File: src/rtl/deserializer.sv
// Serial-to-parallel deserializer: gathers a valid-qualified 1-bit stream, MSB first, into DATA_W-bit words.
// Optional `DESER_FLUSH_EN emits a partial word, MSB-aligned, after FLUSH_TIMEOUT idle cycles.
module deserializer #(
  parameter int DATA_W        = 16,
  parameter int CNT_W         = $clog2(DATA_W + 1),
  parameter int FLUSH_TIMEOUT = 8
) (
  input  logic              clk_i,
  input  logic              rst_n_i,
  input  logic              data_i,
  input  logic              data_val_i,
  output logic [DATA_W-1:0] deser_data_o,
  output logic [CNT_W-1:0]  deser_mod_o,
  output logic              deser_data_val_o,
  output logic              deser_busy_o
);

  if (DATA_W < 2)        begin : g_bad_width   $error("DATA_W must be >= 2");        end
  if (FLUSH_TIMEOUT < 1) begin : g_bad_timeout $error("FLUSH_TIMEOUT must be >= 1"); end

  logic [DATA_W-1:0] shift_q, shift_d;
  logic [CNT_W-1:0]  cnt_q, cnt_d;
  logic [DATA_W-1:0] data_q;
  logic              val_q, busy_q;
  logic              emit;
  logic [DATA_W-1:0] emit_word;
  logic [CNT_W-1:0]  shamt;
  logic [DATA_W-1:0] with_bit;

  // Bits are placed straight into their final MSB-first slot, so a flushed
  // partial word is already aligned with its unused LSBs at zero.
  assign shamt    = CNT_W'(DATA_W - 1) - cnt_q;
  assign with_bit = shift_q | ({{(DATA_W-1){1'b0}}, data_i} << shamt);

`ifdef DESER_FLUSH_EN
  localparam int IDLE_W = $clog2(FLUSH_TIMEOUT + 1);
  logic [IDLE_W-1:0] idle_q, idle_d;
  logic [CNT_W-1:0]  mod_q, emit_mod;
`endif

  always_comb begin
    // NOTE: every combinational output gets a default first so no path infers a latch.
    cnt_d     = cnt_q;
    shift_d   = shift_q;
    emit      = 1'b0;
    emit_word = shift_q;
`ifdef DESER_FLUSH_EN
    emit_mod  = '0;
    idle_d    = idle_q;
`endif
    if (data_val_i) begin
      if (cnt_q == CNT_W'(DATA_W - 1)) begin
        emit      = 1'b1;
        emit_word = with_bit;
        cnt_d     = '0;
        shift_d   = '0;
      end else begin
        cnt_d   = cnt_q + CNT_W'(1);
        shift_d = with_bit;
      end
    end
`ifdef DESER_FLUSH_EN
    // A valid bit always beats an expiring timeout.
    if (data_val_i || cnt_q == '0) begin
      idle_d = '0;
    end else if (idle_q == IDLE_W'(FLUSH_TIMEOUT - 1)) begin
      emit      = 1'b1;
      emit_word = shift_q;
      emit_mod  = cnt_q;
      cnt_d     = '0;
      shift_d   = '0;
      idle_d    = '0;
    end else begin
      idle_d = idle_q + IDLE_W'(1);
    end
`endif
  end

  // NOTE: sequential state uses non-blocking assignments only, so every flop samples pre-edge values.
  always_ff @(posedge clk_i or negedge rst_n_i) begin
    if (!rst_n_i) begin
      shift_q <= '0;
      cnt_q   <= '0;
      data_q  <= '0;
      val_q   <= 1'b0;
      busy_q  <= 1'b0;
    end else begin
      shift_q <= shift_d;
      cnt_q   <= cnt_d;
      val_q   <= emit;
      busy_q  <= (cnt_d != '0);
      if (emit) data_q <= emit_word;
    end
  end

`ifdef DESER_FLUSH_EN
  always_ff @(posedge clk_i or negedge rst_n_i) begin
    if (!rst_n_i) begin
      idle_q <= '0;
      mod_q  <= '0;
    end else begin
      idle_q <= idle_d;
      if (emit) mod_q <= emit_mod;
    end
  end
  assign deser_mod_o = mod_q;
`else
  assign deser_mod_o = '0;
`endif

  assign deser_data_o     = data_q;
  assign deser_data_val_o = val_q;
  assign deser_busy_o     = busy_q;

endmodule

File: config.mk
export PLATFORM = sky130hd
export DESIGN_NAME = deserializer
export DESIGN_NICKNAME = d
export VERILOG_FILES = /design/src/rtl/deserializer.sv
export SDC_FILE = /design/constraint.sdc
export NUM_CORES = 1
export LEC_CHECK = 0
export ABC_AREA = 1
export ABC_CLOCK_PERIOD_IN_PS = 1600
export CAP_MARGIN = 30
export CORE_ASPECT_RATIO = 0.9
export CORE_MARGIN = 4
export CORE_UTILIZATION = 32
export DETAILED_ROUTE_END_ITERATION = 6
export PLACE_DENSITY_LB_ADDON = 0.12
export SKIP_LAST_GASP = 1
export SLEW_MARGIN = 10
export SYNTH_ARGS = -nofsm -noshare
export SYNTH_HDL_FRONTEND = slang
export SYNTH_SLANG_ARGS = --single-unit
export TNS_END_PERCENT = 1
File: constraint.sdc
create_clock -name clk_i -period 1.6 [get_ports clk_i]
set_input_delay 0.24 -clock clk_i [delete_from_list [all_inputs] [get_ports clk_i]]
set_output_delay 0.24 -clock clk_i [all_outputs]
set_load 0.1 [all_outputs]
==> metrics.cfg, run 1 <==
[synth]
netlist.area_leader.share = 0.569
synth_cell_type_count = 24
synth_top_family_by_area = simple AND/OR/NAND/NOR gates
syn_avg_cell_area_um2 = 8.93
synth.area.mux_share = 0
synth_cells = 192
synth-xor-area-share = 0.00511
yosysTopAreaCell = dfrtp_1
synth_seq_area_share = 0.569
synth-adder-area-share = 0.00729
synthTopCellsByArea = dfrtp_1, nand2_1, nor2_1, buf_4, a21oi_1
synth-seq-cells = 39
synth-simple-area-share = 0.242
synth_compound_area_frac = 0.0912
synth_area_um2 = 1720
yosysWarnings = 0

[floorplanning]
ios = 27
core_area_um2 = 5220
dieArea_um2 = 6600
die_w_um = 85.2
die_h_um = 77.5
start_util = 0.328
rows = 25

[setup_path]
r2r-end = shift_q[13]
crit_type = reg2reg
crit_arrival_ns = 1.60
regToRegSetupSlack_ns = 0.16
startpoint_type = register
path_cells = inv_2 > nor2_8 > nand3_4 > inv_2 > nor2_1
max_stage_delay_ns = 0.50
path_max_fanout = 21
worstPathRequired_ns = 1.76
rr_worst_depth = 5
end_kind = register
crit_path_top_delay_cell = dfrtp_1
critPathMostFrequentCell = inv_2
timing.rr.start = cnt_q[0]

[power_and_ir_drop]
ir_drop_uv = 831
total_power_uw = 4160
p_per_area_nw_per_um2 = 1830
leakage_uw = 0.00110

[sta]
finalSetupViolations = 0
clock_skew_ns = 0.00412
slew_viol_final = 0
rsz0062_at_grt = no
fmax_mhz = 696
period_share = 0.897
whs_ns = -0.00429
fin_crit_ns = 1.44
tns_ns = 0
timing.final.ws_setup_ns = 0.164
hold_viol_final = 4

[detailed_routing]
detail_route.wl_per_cell_um = 12.6
wirelength_um = 3660
routed-via-count = 1348
postRouteAntennaNets = 0
first_iter_violations = 86
drtPass1Iterations = 6
drc_errors = 0
viasPerCell = 4.65

[clock_network]
clk_pin_slew_worst_paths_ns = 0.07
cts_tree = done
clk_path_buf_depth = 2
clock-sinks = 39
cts_buffers = 5
holdBufCountCts = 0
cts-resized-gates = 0
clock-root-buffer = clkbuf_8
insertion_delay_ns = 0.29
cts_setup_buffers = 0
htree_levels = 2

[place]
gp_congestion = 0.848
place_area_um2 = 2190
dp_hpwl_um = 2600
portBuffers = 21
dp_slack_ns = -0.0358

[finish]
layout.nets = 227
seqCellArea_um2 = 976
nFillCells = 507
multi_input_area_um2 = 612
mostFrequentLayoutCell = nand2_1
most-common-layout-cells = nand2_1, dfrtp_1, nor2_1
synthToLayoutAreaGrowth_pct = 32.3
final_area_um2 = 2270
finalCoreUtilization = 0.434
drive_gt1_frac = 0.206
antenna_cells_inserted = 0

[run_status]
status = complete, but fails checks
violations = hold timing

[global_route]
grt_pass1_wl_um = 6130
grt_pass1_vias = 1309
track_usage = 0.117
grt_max_degree = 40
grt_overflow = 0
antenna_found_initial = 0

[min_path]
hold_path_class = in2async

[run]
drv_cap = 0

[worst max-delay path: cells and delay by family (launching register included)]
kind,cells,cell delay [ns]
flops,1,0.50
buf+inv,2,0.42
simple gates,3,0.38
[through the flow]
step,instances,hold WS (ns)
after detailed placement,282,0.330
after CTS,290,0.0131
final,290,-0.00429
after global placement,282,0.324
after floorplan,196,-0.0556
after global routing,290,0.0498
[synthesized netlist by cell type]
cell type   n
nand2_1    54
dfrtp_1    39
nor2_1     25
a21oi_1    10
inv_1      10
buf_4       9
nand3_1     8
o21ai_0     8
o21ai_1     5
a31oi_1     4
buf_2       3
inv_2       3
nand4_1     2
nor2_2      2
a21oi_2     1
buf_6       1
conb_1      1
ha_1        1
nand2_2     1
nand3_4     1
nor2_8      1
nor3_2      1
o21bai_1    1
xor2_1      1
[state kept, by name (all words and copies together), names as in the netlist]
| register | cells |
|---|---|
| cnt_q | 5 |
| deser_busy_o | 1 |
| deser_data_o | 16 |
| deser_data_val_o | 1 |
| shift_q | 16 |
[routing by layer]
metal,track usage,vias up,part of all wire
li1,-,660,-
met1,0.154,645,0.45
met2,0.184,38,0.48
met3,0.0297,5,0.052
met4,0.0475,0,0.014
met5,0,-,0
[area by class of cell]
type | instances | area share
Tap cell | 67 | 0.0369
Inverter | 13 | 0.0215
Multi-Input combinational cell | 131 | 0.270
Sequential cell | 39 | 0.430
Clock inverter | 1 | 0.00221
Clock buffer | 7 | 0.0336
Timing Repair Buffer | 32 | 0.206
[where the power goes]
part	switching [uW]	internal [uW]	leakage (uW)
logic	1340	688	0.000551
registers	246	1260	0.000507
clock network	314	305	0.0000422
[worst max-delay path by stage]
stage / cells past startpoint / startpoint / endpoint
2_1_floorplan: 7 / cnt_q[3] / deser_busy_o
5_1_grt: 6 / cnt_q[0] / deser_data_o[8]
3_3_place_gp: 7 / data_val_i / shift_q[12]
6_report: 5 / cnt_q[0] / shift_q[13]
3_5_place_dp: 6 / data_val_i / shift_q[3]
4_1_cts: 5 / cnt_q[0] / shift_q[13]
[logic make-up after synthesis]
logic type               after synthesis
AND/OR/NAND/NOR                       95
flip-flops                            39
AO/OA/AOI/OAI                         29
buffers and inverters                 26
XOR/XNOR                               1
adder cells (fa/ha/maj)                1
other                                  1
Note: power is estimated with default switching activity, not from simulation.
==> inputs of run 2 (changes only) <==
--- a/config.mk
+++ b/config.mk
@@ -10,8 +10,9 @@
 export CAP_MARGIN = 30
 export CORE_ASPECT_RATIO = 0.9
 export CORE_MARGIN = 4
-export CORE_UTILIZATION = 32
+export CORE_UTILIZATION = 52
 export DETAILED_ROUTE_END_ITERATION = 6
+export MAX_ROUTING_LAYER = met4
 export PLACE_DENSITY_LB_ADDON = 0.12
 export SKIP_LAST_GASP = 1
 export SLEW_MARGIN = 10
==> run 2 against run 1 <==
The run now ends clean. Critical path depth increased by 1. First-iteration DRC count increased by 22%. Non-clock buffer count decreased by 1. Highest routed layer unchanged. Critical endpoint is now deser_data_o[10]. Cell count decreased by 9.0%.
==> metrics.cfg, run 2 (synthesized netlist as in run 1, its figures left out) <==
[floorplanning]
dieArea_um2 = 4280  ; -35%
rows = 19  ; -24%
die_h_um = 62.5  ; -19%
ios = 27  ; unchanged
start_util = 0.551  ; +0.222
core_area_um2 = 3110  ; -40%
die_w_um = 68.5  ; -20%

[sta]
fin_crit_ns = 1.45  ; +0.0163 ns
finalSetupViolations = 0  ; unchanged
clock_skew_ns = 0.00470  ; +0.000573 ns
hold_viol_final = 0  ; -4
fmax_mhz = 689  ; -1.1%
rsz0062_at_grt = no
slew_viol_final = 0  ; unchanged
period_share = 0.908  ; +0.0102

[clock_network]
cts_tree = done
clk_pin_slew_worst_paths_ns = 0.07  ; about the same
clock-root-buffer = clkbuf_8
clock-sinks = 39  ; unchanged
clk_path_buf_depth = 2  ; unchanged
cts_buffers = 5  ; unchanged
cts-resized-gates = 0  ; unchanged
insertion_delay_ns = 0.30  ; about the same
htree_levels = 2  ; unchanged

[min_path]
hold_path_class = in2async

[finish]
most-common-layout-cells = nand2_1, dfrtp_1, nor2_1
layout.nets = 226  ; -0.44%
antenna_cells_inserted = 0  ; unchanged
layoutNonFillerInstCount = 264  ; -9.0%
synthToLayoutAreaGrowth_pct = 33.9
drive_gt1_frac = 0.203  ; -0.00358
mostFrequentLayoutCell = nand2_1
finalCoreUtilization = 0.738  ; +0.303

[global_route]
antenna_found_initial = 0  ; unchanged
grt_pass1_wl_um = 6530  ; +6.5%
track_usage = 0.215  ; +0.0975
grt_pass1_vias = 1336  ; +2.1%
grt_overflow = 0  ; unchanged
grt_max_degree = 22  ; -45%

[power_and_ir_drop]
power_frac_seq = 0.338  ; -0.025
leakage_uw = 0.00112  ; +2.0%
p_per_area_nw_per_um2 = 1960  ; +7.0%
power.internal_uw = 2560  ; +13%
ir_drop_uv = 1490  ; +80%
p_clk_frac = 0.215  ; +0.066
combinationalPowerShare = 0.447  ; -0.041
switching_share = 0.431  ; -0.0259
p_sw_uw = 1940  ; +2.2%

[setup_path]
path_cells = nand2_2 > nor2_8 > nand3_4 > inv_2 > nand2_1 > nand2_1
rr_worst_depth = 6  ; +1
path_max_fanout = 21  ; unchanged
crit_path_top_delay_cell = dfrtp_1
r2r-end = deser_data_o[10]
startpoint_type = register
critPathMostFrequentCell = nand2_1
timing.rr.start = cnt_q[1]
crit_arrival_ns = 1.68  ; +0.08 ns
worstPathRequired_ns = 1.83  ; +0.07 ns
max_stage_delay_ns = 0.49  ; about the same
end_kind = register
crit_type = reg2reg
regToRegSetupSlack_ns = 0.15  ; -0.02 ns

[detailed_routing]
viasPerCell = 5.15  ; +11%
drc_errors = 0  ; unchanged
first_iter_violations = 105  ; +22%
wirelength_um = 3750  ; +2.4%
drtPass1Iterations = 4  ; -2
postRouteAntennaNets = 0  ; unchanged
detail_route.wl_per_cell_um = 14.2  ; +12%
routed-via-count = 1359  ; +0.82%

[place]
portBuffers = 21  ; unchanged
dp_hpwl_um = 2830  ; +8.7%
gp_congestion = 0.919  ; +8.5%
dpl.cell_count = 255  ; -9.6%

[run]
drv_cap = 0  ; unchanged

[run_status]
status = completed

## run 2: changes by cell type in the layout (fill, tap and decap cells not counted)
| cell | before | now |
|---|---|---|
| dlygate4sd3_1 | 0 | 1 |
| clkbuf_1 | 2 | 1 |
| bufinv_16 | 0 | 2 |
| buf_12 | 18 | 19 |
| buf_4 | 11 | 8 |
| clkinv_2 | 1 | 0 |
## run 2: what timing repair did
item                                   4_1_cts  5_1_grt
endpoints found under the hold margin       19        0
buffers inserted                             0        0
setup endpoints to repair                    0        0
hold buffers                                 1        0
## run 2: routing by layer
metal  track usage  part of all wire  vias up
met1         0.299              0.44      646
met2         0.288              0.48       43
met5             -                 0        -
met4        0.0744             0.021        0
li1              -                 -      660
met3        0.0755             0.056       10
## run 2: stage by stage
step | setup WS (ns) | power [uW] | setup TNS (ns) | hold WS (ns) | instance area [um2]
6_report | 0.148 | 4500 | 0 | 0.427 | 2300
5_1_grt | 0.00350 | 4750 | 0 | 0.456 | 2300
4_1_cts | 0.147 | 4530 | 0 | 0.436 | 2300
3_5_place_dp | -0.0475 | 3550 | -0.304 | 0.231 | 2150
3_3_place_gp | 0.00798 | 3500 | 0 | 0.213 | 2150
2_1_floorplan | 0.408 | 2820 | 0 | -0.0556 | 1730
## run 2: power groups by stage
stage	sequential, uW	combinational (uW)	clock [uW]
2_1_floorplan	2110	710	0
5_1_grt	1560	2150	1040
6_report	1520	2010	970
3_5_place_dp	1540	2010	0
4_1_cts	1520	2020	988
3_3_place_gp	1520	1980	0
## run 2: layout make-up
cell class,count,area [um2]
inverters,13,48.8
clock inverters,2,60.1
clock buffers,6,72.6
multi-input cells,131,612
well taps,42,52.6
flip-flops and latches,39,976
repair buffers,31,475
fillers,221,817
## run 2: how the worst max path moves through the flow
stage / from / end / slack [ns] / depth (start not counted)
3_3_place_gp: data_val_i / deser_busy_o / 0.008 / 6
4_1_cts: cnt_q[1] / deser_data_o[10] / 0.15 / 6
5_1_grt: cnt_q[1] / deser_data_o[1] / 0.004 / 6
6_report: cnt_q[1] / deser_data_o[10] / 0.15 / 6
2_1_floorplan: cnt_q[3] / deser_busy_o / 0.41 / 7
3_5_place_dp: data_val_i / deser_data_o[9] / -0.05 / 5
## run 2: worst max-delay path, delay by kind of cell, from the launching register on
| family | cells | cell delay (ns) |
|---|---|---|
| DFF | 1 | 0.49 |
| buffers and inverters | 1 | 0.29 |
| and+or+nand+nor | 5 | 0.60 |
==> inputs of run 3 (changes only) <==
--- a/config.mk
+++ b/config.mk
@@ -5,13 +5,13 @@
 export SDC_FILE = /design/constraint.sdc
 export NUM_CORES = 1
 export LEC_CHECK = 0
-export ABC_AREA = 1
 export ABC_CLOCK_PERIOD_IN_PS = 1600
 export CAP_MARGIN = 30
 export CORE_ASPECT_RATIO = 0.9
-export CORE_MARGIN = 4
+export CORE_MARGIN = 3
 export CORE_UTILIZATION = 52
 export DETAILED_ROUTE_END_ITERATION = 6
+export GPL_ROUTABILITY_DRIVEN = 0
 export MAX_ROUTING_LAYER = met4
 export PLACE_DENSITY_LB_ADDON = 0.12
 export SKIP_LAST_GASP = 1
==> run 3 against run 2 <==
Sequential share of layout area shrank 1.9 points. Utilization is 3.4 points higher. Fmax down 5.0%. Via count is 7.4% lower. Flip-flop and latch count unchanged. Critical path type unchanged. Critical path depth shrank 1. Register-to-register slack worse by 0.08 ns. Critical endpoint is now shift_q[6]. Synthesized cell count decreased by 20%. Hold slack gained 0.017 ns. Clock-buffer cell count is the same.
==> metrics.cfg, run 3 <==
[synth]
synth_ff_type = dfrtp_1
synthTopCellsByArea = dfrtp_1, mux2_1, a21oi_1, buf_4, nor2_1
synth_area_um2 = 1730  ; +0.58%
async_flop_share = 1.00  ; unchanged
synth.most_common_cell = dfrtp_1
yosysWarnings = 0  ; unchanged
synth_seq_area_share = 0.566  ; -0.00330
synth_cell_type_count = 38  ; +58%
netlist.area_leader.share = 0.566  ; -0.00330
synth_edf_count = 0  ; unchanged
yosysTopAreaCell = dfrtp_1
synth_cells = 153  ; -20%
syn_avg_cell_area_um2 = 11.3  ; +26%
synth_top_cells_by_count = dfrtp_1, nor2_1, mux2_1
synth-seq-cells = 39  ; unchanged

[sta]
fin_crit_ns = 1.53  ; +0.0772 ns
relSlewSlack = 0.657
hold_viol_final = 0  ; unchanged
rsz0062_at_grt = yes
tns_ns = 0  ; unchanged
clock_skew_ns = 0.00757  ; +0.00287 ns
slew_viol_final = 0  ; unchanged
fmax_mhz = 654  ; -5.0%
finalSetupViolations = 0  ; unchanged
worst_pin_slew_ns = 0.515
period_share = 0.956  ; +0.0482
whs_ns = 0.444  ; +0.0173 ns

[setup_path]
end_kind = register
worstPathRequired_ns = 1.77  ; -0.06 ns
crit_arrival_ns = 1.70  ; +0.02 ns
r2r-end = shift_q[6]
timing.rr.start = cnt_q[0]
critPathLaunch = cnt_q[0]
path_max_fanout = 8  ; -62%
crit_type = reg2reg
rr_worst_depth = 5  ; -1
startpoint_type = register
regToRegSetupSlack_ns = 0.07  ; -0.08 ns

[finish]
antenna_cells_inserted = 0  ; unchanged
layout.nets = 195  ; -14%
most-common-layout-cells = dfrtp_1, buf_12, buf_4
mostFrequentLayoutCell = dfrtp_1
synthToLayoutAreaGrowth_pct = 39.3
drive_gt1_frac = 0.262  ; +0.0591

[detailed_routing]
viasPerCell = 5.40  ; +4.9%
first_iter_violations = 76  ; -28%
wirelength_um = 3570  ; -4.7%
postRouteAntennaNets = 0  ; unchanged
drc_errors = 0  ; unchanged
routed-via-count = 1258  ; -7.4%
drtPass1Iterations = 4  ; unchanged
detail_route.wl_per_cell_um = 15.3  ; +8.0%

[floorplanning]
die_w_um = 66.7  ; -2.7%
start_util = 0.554  ; +0.00321
core_area_um2 = 3110  ; unchanged
rows = 19  ; unchanged
dieArea_um2 = 4050  ; -5.5%
ios = 27  ; unchanged
die_h_um = 60.6  ; -3.0%

[clock_network]
clk_pin_slew_worst_paths_ns = 0.08  ; about the same
cts_buffers = 5  ; unchanged
htree_levels = 2  ; unchanged
cts_setup_buffers = 0  ; unchanged
clk_path_buf_depth = 2  ; unchanged
cts_tree = done
clock-root-buffer = clkbuf_8
clock-sinks = 39  ; unchanged
insertion_delay_ns = 0.29  ; about the same

[global_route]
grt_pass1_wl_um = 6000  ; -8.1%
track_usage = 0.214  ; -0.000837
grt_overflow = 0  ; unchanged
grt_max_degree = 22  ; unchanged
antenna_found_initial = 0  ; unchanged
grt_pass1_vias = 1247  ; -6.7%

[place]
dp_hpwl_um = 2550  ; -9.9%
portBuffers = 21  ; unchanged

[run]
drv_cap = 0  ; unchanged

[min_path]
hold_path_class = in2async

[run_status]
status = completed

run 3: worst max-delay path by stage:
stage / slack, ns / end / cells past startpoint
2_1_floorplan: 0.15 / deser_busy_o / 5
3_3_place_gp: -0.14 / deser_busy_o / 6
3_5_place_dp: -0.15 / deser_busy_o / 6
4_1_cts: 0.04 / deser_busy_o / 5
5_1_grt: -0.02 / shift_q[6] / 5
6_report: 0.07 / shift_q[6] / 5
run 3: logic make-up (layout without fill, tap and decap cells):
logic type      Yosys count  count (layout)  synth area share
fa+ha+maj                 1               1           0.00725
mux                      17              17             0.109
simple gates             43              43             0.133
other cells               1               5           0.00217
flops                    39              39             0.566
compound gates           33              33             0.109
xor+xnor                  3               3            0.0152
buf+inv                  16              50            0.0587
run 3: worst max-delay path, cell delays in order, from the launching register on:
cell and delay, ns:
dfrtp_1 0.46, buf_4 0.21, inv_1 0.06, or3_1 0.50, nand2_1 0.11, o21ai_1 0.07
run 3: cell type report:
type,instances,area (um2)
Timing Repair Buffer,41,563
Inverter,1,3.75
Fill cell,200,711
Multi-Input combinational cell,102,676
Clock inverter,2,60.1
Clock buffer,6,72.6
Tap cell,42,52.6
Sequential cell,39,976
run 3: through the flow:
step	instance area, um2	util	worst slack, ns	instances
floorplan	1740	-	0.155	157
global placement	2250	0.722	-0.137	224
detailed placement	2250	0.722	-0.154	224
CTS	2390	0.768	0.0434	233
global route	2400	0.772	-0.0223	233
finish	2400	0.772	0.0707	233
run 3: what timing repair did:
item | 4_1_cts | 5_1_grt
setup endpoints to repair | 0 | 1
gates resized for setup | 0 | 1
hold buffers | 1 | 0
hold endpoints to repair | 20 | 0
run 3: metal layers:
metal / global-route usage / routed length (um)
met5: - / 0
met4: 0.0783 / 23
met3: 0.0741 / 221
met2: 0.326 / 1780
met1: 0.265 / 1550
Power of run 3 is not shown: default switching activity piles up to over one toggle a cycle in this logic, so the estimate is an artifact.
